**src/rtl/instruction_fetch.sv**
```systemverilog
// Fetch stage: owns the PC, reads instruction memory, and queues {instr, pc} for decode.
// Optional FETCH_ALIGN_CHECK_EN: misaligned redirect targets raise a sticky fetch_fault that stops fetching.
module instruction_fetch #(
  parameter logic [31:0] RESET_PC = 32'h0000_0000,
  parameter int          DEPTH    = 2
) (
  input  logic        clk,
  input  logic        rst,
  output logic [31:0] imem_addr,
  input  logic [31:0] imem_instr,
  input  logic        redirect_valid,
  input  logic [31:0] redirect_pc,
  output logic        id_valid,
  input  logic        id_ready,
  output logic [31:0] id_instr,
  output logic [31:0] id_pc,
  output logic        fetch_fault
);

  localparam int PW = $clog2(DEPTH);
  localparam logic [PW:0] DEPTH_C = (PW+1)'(DEPTH);

  logic [31:0]   pc_q, pc_d;
  logic [PW-1:0] head_q, head_d;
  logic [PW-1:0] tail_q, tail_d;
  logic [PW:0]   count_q, count_d;
  logic [31:0]   instr_mem_q [DEPTH];
  logic [31:0]   pc_mem_q    [DEPTH];
  logic          pop, push, fault_stop;

  // Without the check, the low two bits of a redirect target are dropped.
  function automatic logic [31:0] redirect_target(input logic [31:0] t);
`ifdef FETCH_ALIGN_CHECK_EN
    return t;
`else
    return t & 32'hFFFF_FFFC;
`endif
  endfunction

`ifdef FETCH_ALIGN_CHECK_EN
  logic fault_q, fault_d;

  always_comb begin
    fault_d = fault_q;
    if (redirect_valid && (redirect_pc[1:0] != 2'b00)) fault_d = 1'b1;
  end

  always_ff @(posedge clk) begin
    if (rst) fault_q <= 1'b0;
    else     fault_q <= fault_d;
  end

  assign fault_stop  = fault_q;
  assign fetch_fault = fault_q;
`else
  assign fault_stop  = 1'b0;
  assign fetch_fault = 1'b0;
`endif

  assign imem_addr = pc_q;
  assign id_valid  = (count_q != '0);
  assign id_instr  = id_valid ? instr_mem_q[head_q] : 32'h0;
  assign id_pc     = id_valid ? pc_mem_q[head_q]    : 32'h0;

  assign pop  = id_valid & id_ready;
  assign push = ~redirect_valid & ~fault_stop & ((count_q < DEPTH_C) | pop);

  always_comb begin
    pc_d    = pc_q;
    head_d  = head_q;
    tail_d  = tail_q;
    count_d = count_q;
    if (redirect_valid) begin
      pc_d    = redirect_target(redirect_pc);
      head_d  = '0;
      tail_d  = '0;
      count_d = '0;
    end else begin
      if (pop)  head_d = head_q + 1'b1;
      if (push) begin
        tail_d = tail_q + 1'b1;
        pc_d   = pc_q + 32'd4;
      end
      count_d = count_q + {{PW{1'b0}}, push} - {{PW{1'b0}}, pop};
    end
  end

  always_ff @(posedge clk) begin
    if (rst) begin
      pc_q    <= RESET_PC;
      head_q  <= '0;
      tail_q  <= '0;
      count_q <= '0;
    end else begin
      pc_q    <= pc_d;
      head_q  <= head_d;
      tail_q  <= tail_d;
      count_q <= count_d;
    end
  end

  // Queue storage carries data only; validity comes from count_q.
  always_ff @(posedge clk) begin
    if (push && !rst) begin
      instr_mem_q[tail_q] <= imem_instr;
      pc_mem_q[tail_q]    <= pc_q;
    end
  end

endmodule

```
**config.mk**
```make
export PLATFORM = sky130hd
export DESIGN_NAME = instruction_fetch
export DESIGN_NICKNAME = d
export VERILOG_FILES = /design/src/rtl/instruction_fetch.sv
export SDC_FILE = /design/constraint.sdc
export NUM_CORES = 1
export LEC_CHECK = 0
export ABC_AREA = 1
export BUFFER_PORTS_ARGS = -buffer_cell sky130_fd_sc_hd__buf_4
export CAP_MARGIN = 5
export CORE_MARGIN = 2
export CORE_UTILIZATION = 54
export DETAILED_ROUTE_END_ITERATION = 7
export PLACE_DENSITY = 0.8
export SLEW_MARGIN = 40
export SYNTH_ARGS = -nofsm -noshare
export SYNTH_HDL_FRONTEND = slang
export SYNTH_SLANG_ARGS = --single-unit
```
**constraint.sdc**
```tcl
create_clock -name clk -period 6.85 [get_ports clk]
set_input_delay 0.3425 -clock clk [delete_from_list [all_inputs] [get_ports clk]]
set_output_delay 0.3425 -clock clk [all_outputs]
set_load 0.01 [all_outputs]
```
After elaboration in Yosys (flattened, before gate mapping)
Memory sizes are Yosys's and may differ from the RTL's. A register that Yosys moved wholly into a read port is not among the register bits.
Cells that the tools add are included.
Widths: inputs -> output; s select.
{ "word_totals": {"regBits": 36, "latch_bits": 0, "ramBits": 128, "mem_bits_ro": 0, "inputBits": 68, "out_inout_bits": 98, "word_cells": 32, "n_memories": 2} }
{ "classes": {"addsub": 5, "multipliers": 0, "div": 0, "n_lt_le_gt_ge": 1, "n_eq_ne": 0, "n_shift": 0, "mux": 10, "bitwise": 4, "reduce_logical": 5} }
{ "mem_list": {"columns": ["name", "depth", "width", "read_ports", "rd_clocked_by_memory_dff", "wr", "line", "text"], "rows": [
  ["instr_mem_q", 2, 32, 1, 1, 1, "27", "logic [31:0] instr_mem_q [DEPTH];"],
  ["pc_mem_q", 2, 32, 1, 1, 1, "28", "logic [31:0] pc_mem_q [DEPTH];"]
]} }
{ "op_table": {"columns": ["operator", "n"], "rows": [
  ["$mux 32", 4],
  ["$add 32x3->32 const B", 1],
  ["$mux 1", 6],
  ["$reduce_bool 2->1", 2],
  ["$add 1x1->1 const B", 2],
  ["$add 2x1->2", 1],
  ["$and 1x1->1", 2],
  ["$lt 2x2->1 const B", 1],
  ["$reduce_or 2->1", 1],
  ["$sub 2x1->2", 1],
  ["$logic_and 1x1->1", 1],
  ["$logic_not 1->1", 1],
  ["$not 1->1", 1],
  ["$or 1x1->1", 1]
]} }

Depth between registers and ports, before layout
Gate-level depths: netlist (run 1).
{ "logic_depth": {"word_depth": 7, "depth_mapped": 10, "ltp_nobuf": 10} }

Least setup slack after synthesis (run 1)
OpenSTA, ideal clock, no wires.
{ "synth_path": {"kind": "input -> register", "from": "input port redirect_valid", "to": "memory instr_mem_q[0][0], enable pin", "setup_ns": 0.559, "arrival_time_ns": 5.000, "required_time_ns": 6.291, "slack_ns": 1.291, "path_stages": 4, "n_path_buf": 1, "cell_sequence": "buf_2 > nor2_1 > inv_1 > nor3_1"} }
{ "synth_between": {"elab_chain_len": 5} }
{ "synth_rtl": {"columns": ["item", "line", "text"], "rows": [
  ["start, declared", "11", "input logic redirect_valid,"],
  ["$not 1->1", "66", "assign push = ~redirect_valid & ~fault_stop & ((count_q < DEPTH_C) | pop);"],
  ["$and 1x1->1", "66", null],
  ["$logic_and 1x1->1", "104", "if (push && !rst) begin"],
  ["$mux 1", "104", null],
  ["$mux 1 (implied by the code)", "105", "instr_mem_q[tail_q] <= imem_instr;"],
  ["end, declared", "27", null]
]} }
No other way between the ends.

Worst setup path after layout (run 1)
{ "layout_path": {"from": "register count_q[1]", "to": "register count_q[1]"} }
{ "layout_between": {"elab_chain_len": 6, "elab_cells_between_ends": 7, "cone_classes": "add/sub: 2; order compare: 1; bitwise: 3; reduce/logical: 1"} }
{ "layout_rtl": {"columns": ["item", "line", "text"], "rows": [
  ["start, declared", "26", "logic [PW:0] count_q, count_d;"],
  ["start signal, assigned", "98", "count_q <= count_d;"],
  ["$reduce_bool 2->1 *", "61", "assign id_valid = (count_q != '0);"],
  ["$and 1x1->1 *", "65", "assign pop = id_valid & id_ready;"],
  ["via pop", "29", "logic pop, push, fault_stop;"],
  ["$or 1x1->1", "66", null],
  ["$and 1x1->1", "66", null],
  ["$add 2x1->2", "84", "count_d = count_q + {{PW{1'b0}}, push} - {{PW{1'b0}}, pop};"],
  ["$sub 2x1->2 *", "84", null]
]} }
Mark *: on every way through the listed nets, which the timed path passes. The rest lies on a longest branch.
A chain may end at the register's enable or synchronous reset.

==> metrics.txt, run 1 <==
Hold Buf Count CTS 0; largest net degree at the start of global routing 64; final setup violation count 0; Worst Setup End Kind flip-flop; core area 0.0126 sq mm; Seq pwr share 49.5%; DR WL/cell 15.9 microns; Async S/R FF share, synth 0%; Reg-to-Reg End count_q[1]; H-tree depth 4; post-synth top area share 54.0%; DRT Wirelength 16700 microns; drt pass-1 iters 5; grt ovf 0; Power Total 0.00225 W; period utilization 36.5%; clock root buffer clkbuf_16; Clock Sinks 159; Routed Antenna Nets 0; Final Hold Fails 0; Logic pwr share 9.5%; Die Ht 117 microns; worst r2r src count_q[1]; n_diodes 0; worst-margin pin slew 814 ps; Clk pwr share 41.0%; FF+latch count, synth 159; GP Congestion 0.910; layout cell share with drive strength beyond 1 24.1%; placed cell areas 0.00821 sq mm; P&R area growth vs syn 27.6%; Synth Warn # 0; reg2reg setup slack 4350 ps; top-level I/O count 166; fmax 400 MHz; Hold Path Sink instr_mem_q[0][23]; total setup buffers inserted after CTS 0; max-capacitance violation count 0; post-layout net count 937; pwr/cell area 256 mW/mm^2; NetSw 0.000525 W; vias in the first global route 5140; # DRC 0; Post-DP HPWL 10600 microns; Core Rows 41; CTS Buffer Depth 2; slowest stage cell, crit path nor2_4; Slew headroom 45.7%; CTS tree built; via count 5710; Sum Neg Setup Slack 0 ps; Worst Hold Depth 1; R2R depth 10; Pint 0.00173 W; vias per inst 5.43; critical path peak fanout 22; Leakage Power 3.54 nW; Slew Limit Fails 0; Hold Path Origin imem_instr[23]; RSZ-0062 raised after global routing false; Clock Latency Late Sink 420 ps; crit-path most repeated cell nor2_4; CP arrival 2850 ps; Post-synth EDFFs 124; cell area after layout 0.00881 sq mm; clock slew at reported path FFs 60 ps; Clock Skews 8.63 ps; Num CTS Buffers 17; critical path's largest stage delay 490 ps; Tmin final 2500 ps; synthesized area per cell 9.65 sq um; I/O Buffers 158; die area 0.0137 sq mm; initial antenna violation count 0; Max VDD drop 0.000112 V; Synth Cell Area 0.00690 sq mm; crit-path cells nor2_4, nor2_4, nor2_2, nor2_4, inv_1, ha_1, inv_1, ha_1, or2_2, a21oi_1; switch share 23.3%; PostCTS Resize Cnt 0; ys flop type edfxtp_1; critical path class reg -> reg; Hold Path Class in -> reg; crit path launch type flip-flop; Iter 0 DRT Violations 551; Cells after Synth 715; top post-synthesis cells by area edfxtp_1 (54%), nand2_1 (13%), dfxtp_1 (10%); Die X 117 microns; Initial Utilization 54.9%; most frequent cells in the layout nand2_1 (230), buf_4 (163), edfxtp_1 (124); status completed; post-synth top area cell edfxtp_1; GRT Util Overall 24.2%; commonest non-fill, non-tap cell in the layout nand2_1; first-pass GRT wire length 25000 microns; sequential area share after synthesis 64.1%; CP required 7200 ps; Netlist cell types 32
[Yosys cell counts (5+ instances only)]
| master | count |
|---|---|
| buf_4 | 5 |
| nand3_1 | 37 |
| nor2_1 | 42 |
| a31oi_1 | 8 |
| nand2_1 | 230 |
| edfxtp_1 | 124 |
| o21ai_1 | 9 |
| a21oi_1 | 86 |
| clkbuf_1 | 23 |
| o21ai_0 | 18 |
| inv_1 | 52 |
| dfxtp_1 | 35 |
[worst max-delay path, delay by kind of cell, from the launching register on]
family	cells	cell delay (ps)
buf+inv	2	190
fa+ha+maj	2	490
flops	1	470
simple gates	5	1130
compound gates	1	140
[state kept, by name, indices dropped and copies added, names as in the netlist, named ones only]
name and cells:
imem_addr 30, instr_mem_q 64, count_q 2, head_q 1, tail_q 1, pc_mem_q 60
[routing by layer]
metal / GRT usage, % / up-vias / part of all wire (%)
met3: 5.20 / 37 / 8.6
met5: 0 / - / 0
met4: 10.2 / 0 / 2.4
li1: - / 2701 / -
met2: 39.9 / 321 / 48
met1: 31.3 / 2651 / 41
[stage by stage]
step | util [%] | hold slack (ps) | instances | setup slack [ps]
finish | 70.1 | 108 | 1051 | 4350
global route | 70.1 | 89.2 | 1051 | 4220
CTS | 70.1 | 91.1 | 1051 | 4390
detailed placement | 65.3 | 436 | 1019 | 4430
global placement | 65.3 | 437 | 1019 | 4200
floorplan | - | 425 | 719 | 1290
[cell type report]
class | count | area, sq um
Inverter | 55 | 209
Tap cell | 172 | 215
Multi-Input combinational cell | 470 | 2140
Fill cell | 942 | 3760
Clock inverter | 9 | 66.3
Sequential cell | 159 | 4430
Timing Repair Buffer | 163 | 1220
Clock buffer | 23 | 532
[cell families after synthesis]
kind of cell	count (synthesis)	synth area share, %
AND/OR/NAND/NOR	326	19.2
flip-flops	159	64.1
AO/OA/AOI/OAI	130	10.0
buffers and inverters	90	5.35
XOR/XNOR	6	0.761
adder cells (fa/ha/maj)	3	0.544
other	1	0.0543
[worst max-delay path by stage]
stage / start / endpoint / slack [ps] / depth (start not counted)
2_1_floorplan: redirect_valid / instr_mem_q[0][0] / 1290 / 4
3_3_place_gp: id_ready / count_q[1] / 4200 / 11
3_5_place_dp: count_q[1] / imem_addr[14] / 4430 / 8
4_1_cts: count_q[1] / imem_addr[14] / 4390 / 8
5_1_grt: count_q[1] / count_q[1] / 4220 / 10
6_report: count_q[1] / count_q[1] / 4350 / 10
[power by group through the flow]
| stage | Clock [W] | Combinational (W) | Sequential [W] |
|---|---|---|---|
| 2_1_floorplan | 0 | 0.000103 | 0.00113 |
| 3_3_place_gp | 0 | 0.000207 | 0.00113 |
| 3_5_place_dp | 0 | 0.000214 | 0.00114 |
| 4_1_cts | 0.000934 | 0.000215 | 0.00111 |
| 5_1_grt | 0.000976 | 0.000234 | 0.00112 |
| 6_report | 0.000923 | 0.000214 | 0.00112 |
Power figures use the tool's default switching activity.
==> run 2, diff against run 1 <==
CORE_UTILIZATION = 48   (was 54)
PLACE_DENSITY = 0.76   (was 0.8)
clock period = 2.1 ns   (was 6.85 ns; I/O delays follow)
==> metrics.txt, run 2 (same netlist as run 1, synthesis figures left out) <==
footprint of the multi-input gates 0.00215 sq mm; Clock Latency Late Sink 420 ps; WP buf/inv 0; worst r2r src imem_addr[2]; RSZ-0062 raised after global routing false; GP Congestion 0.911; max FFs per register 64; vias in the first global route 5295; placed cell areas 0.00835 sq mm; switch share 22.2%; clock root buffer clkbuf_16; met2 GRT Util 37.7%; DRT Wirelength 16700 microns; Die Ht 124 microns; H-tree depth 4; GR Layer Usage met1 28.2%; Worst Setup End Kind flip-flop; # DRC 0; Worst Hold Depth 3; most frequent cells in the layout nand2_1 (230), buf_4 (169), edfxtp_1 (124); DR WL/cell 15.0 microns; Top reg by flops instr_mem_q; cell area after layout 0.00939 sq mm; crit-path cells ha_1, nand2_1, nor2_1, nand2_1, nor2_1, nand4_1, nand3_1, a21oi_1; Max VDD drop 0.000529 V; Core Rows 43; post-layout net count 991; Clock Sinks 159; max-capacitance violation count 0; Reg-to-Reg End imem_addr[14]; layout cell share with drive strength beyond 1 23.9%; P&R area growth vs syn 36.1%; GRT Util Overall 22.3%; Initial Utilization 49.3%; Tmin final 1880 ps; worst setup margin 222 ps; Seq pwr share 48.5%; n_diodes 0; reg2reg setup slack 220 ps; Iter 0 DRT Violations 476; Clock Skews 8.92 ps; die area 0.0154 sq mm; Final Hold Fails 0; pwr/cell area 797 mW/mm^2; vias per inst 5.09; grt ovf 0; Hold Path Class in -> reg; final setup violation count 0; Clk pwr share 40.9%; drt pass-1 iters 5; critical path's largest stage delay 440 ps; via count 5664; clock slew at reported path FFs 70 ps; most used routing layer met2; CTS Buffer Depth 2; Power Total 0.00749 W; crit-path leading delay family simple AND/OR/NAND/NOR gates; Fillers 1093; register area 0.00443 sq mm; Hold Path Origin redirect_pc[15]; R2R depth 8; Die X 124 microns; total setup buffers inserted after CTS 0; fmax 533 MHz; Slew Limit Fails 0; slowest stage cell, crit path dfxtp_1; Routed Antenna Nets 0; first-pass GRT wire length 25600 microns; period utilization 89.4%; crit path launch type flip-flop; top-level I/O count 166; CP arrival 2170 ps; NetSw 0.00166 W; Hold Path Sink imem_addr[15]; Pint 0.00583 W; critical path peak fanout 7; Post-DP HPWL 10700 microns; CTS tree built; status completed; I/O Buffers 158; critical path class reg -> reg; CP required 2400 ps; largest net degree at the start of global routing 63; Logic pwr share 10.6%; Leakage Power 3.78 nW; initial antenna violation count 0; Num CTS Buffers 17; grt met3 use 5.13%; Hold WS 28.3 ps; commonest non-fill, non-tap cell in the layout nand2_1; post-layout util 67.1%; pre-CTS WS 206 ps; core area 0.0140 sq mm
[run 2: routing by layer]
metal | vias to the layer above | wire length [microns]
li1 | 2808 | -
met1 | 2614 | 6950
met2 | 218 | 8280
met3 | 24 | 1180
met4 | 0 | 286
met5 | - | 0
[run 2: worst max-delay path by stage]
stage                     cells after the start  slack, ps           endpoint         start
after floorplan                               4       -500  instr_mem_q[0][0]    count_q[1]
after global placement                        8        290      imem_addr[18]  imem_addr[2]
after detailed placement                      8        210      imem_addr[18]  imem_addr[2]
after CTS                                     4        150          id_pc[20]     flip-flop
after global routing                          9         30      imem_addr[28]  imem_addr[2]
final                                         8        220      imem_addr[14]  imem_addr[2]
[run 2: cell type report]
cell class / count / area share (%)
clock inverter: 11 / 1.49
clock buffer: 20 / 4.86
timing repair buffer: 217 / 19.0
tap: 180 / 2.40
multi-input combinational: 470 / 22.9
sequential: 159 / 47.2
inverter: 55 / 2.20
[run 2: metrics by stage]
step / std cells / TNS [ps]
3_5_place_dp: 1037 / 0
3_3_place_gp: 1037 / 0
4_1_cts: 1112 / 0
6_report: 1112 / 0
5_1_grt: 1112 / 0
2_1_floorplan: 719 / -58780
[run 2: worst register-to-register path, cell delays in order (launching register included)]
cell     delay (ps)
dfxtp_1         440
ha_1            210
nand2_1          80
nor2_1          230
nand2_1         190
nor2_1          320
nand4_1         130
nand3_1         100
a21oi_1          60
[run 2: timing repair]
action | in CTS | in global routing
resized for setup | 0 | 1
setup endpoints to repair | 0 | 1
hold buffers | 44 | 0
hold endpoints to repair | 76 | 0
[run 2: power groups by stage]
stage	clock (W)	sequential, W	combinational (W)
floorplan	0	0.00369	0.000340
global placement	0	0.00369	0.000713
detailed placement	0	0.00369	0.000725
CTS	0.00311	0.00363	0.000796
global route	0.00325	0.00364	0.000875
finish	0.00306	0.00363	0.000793
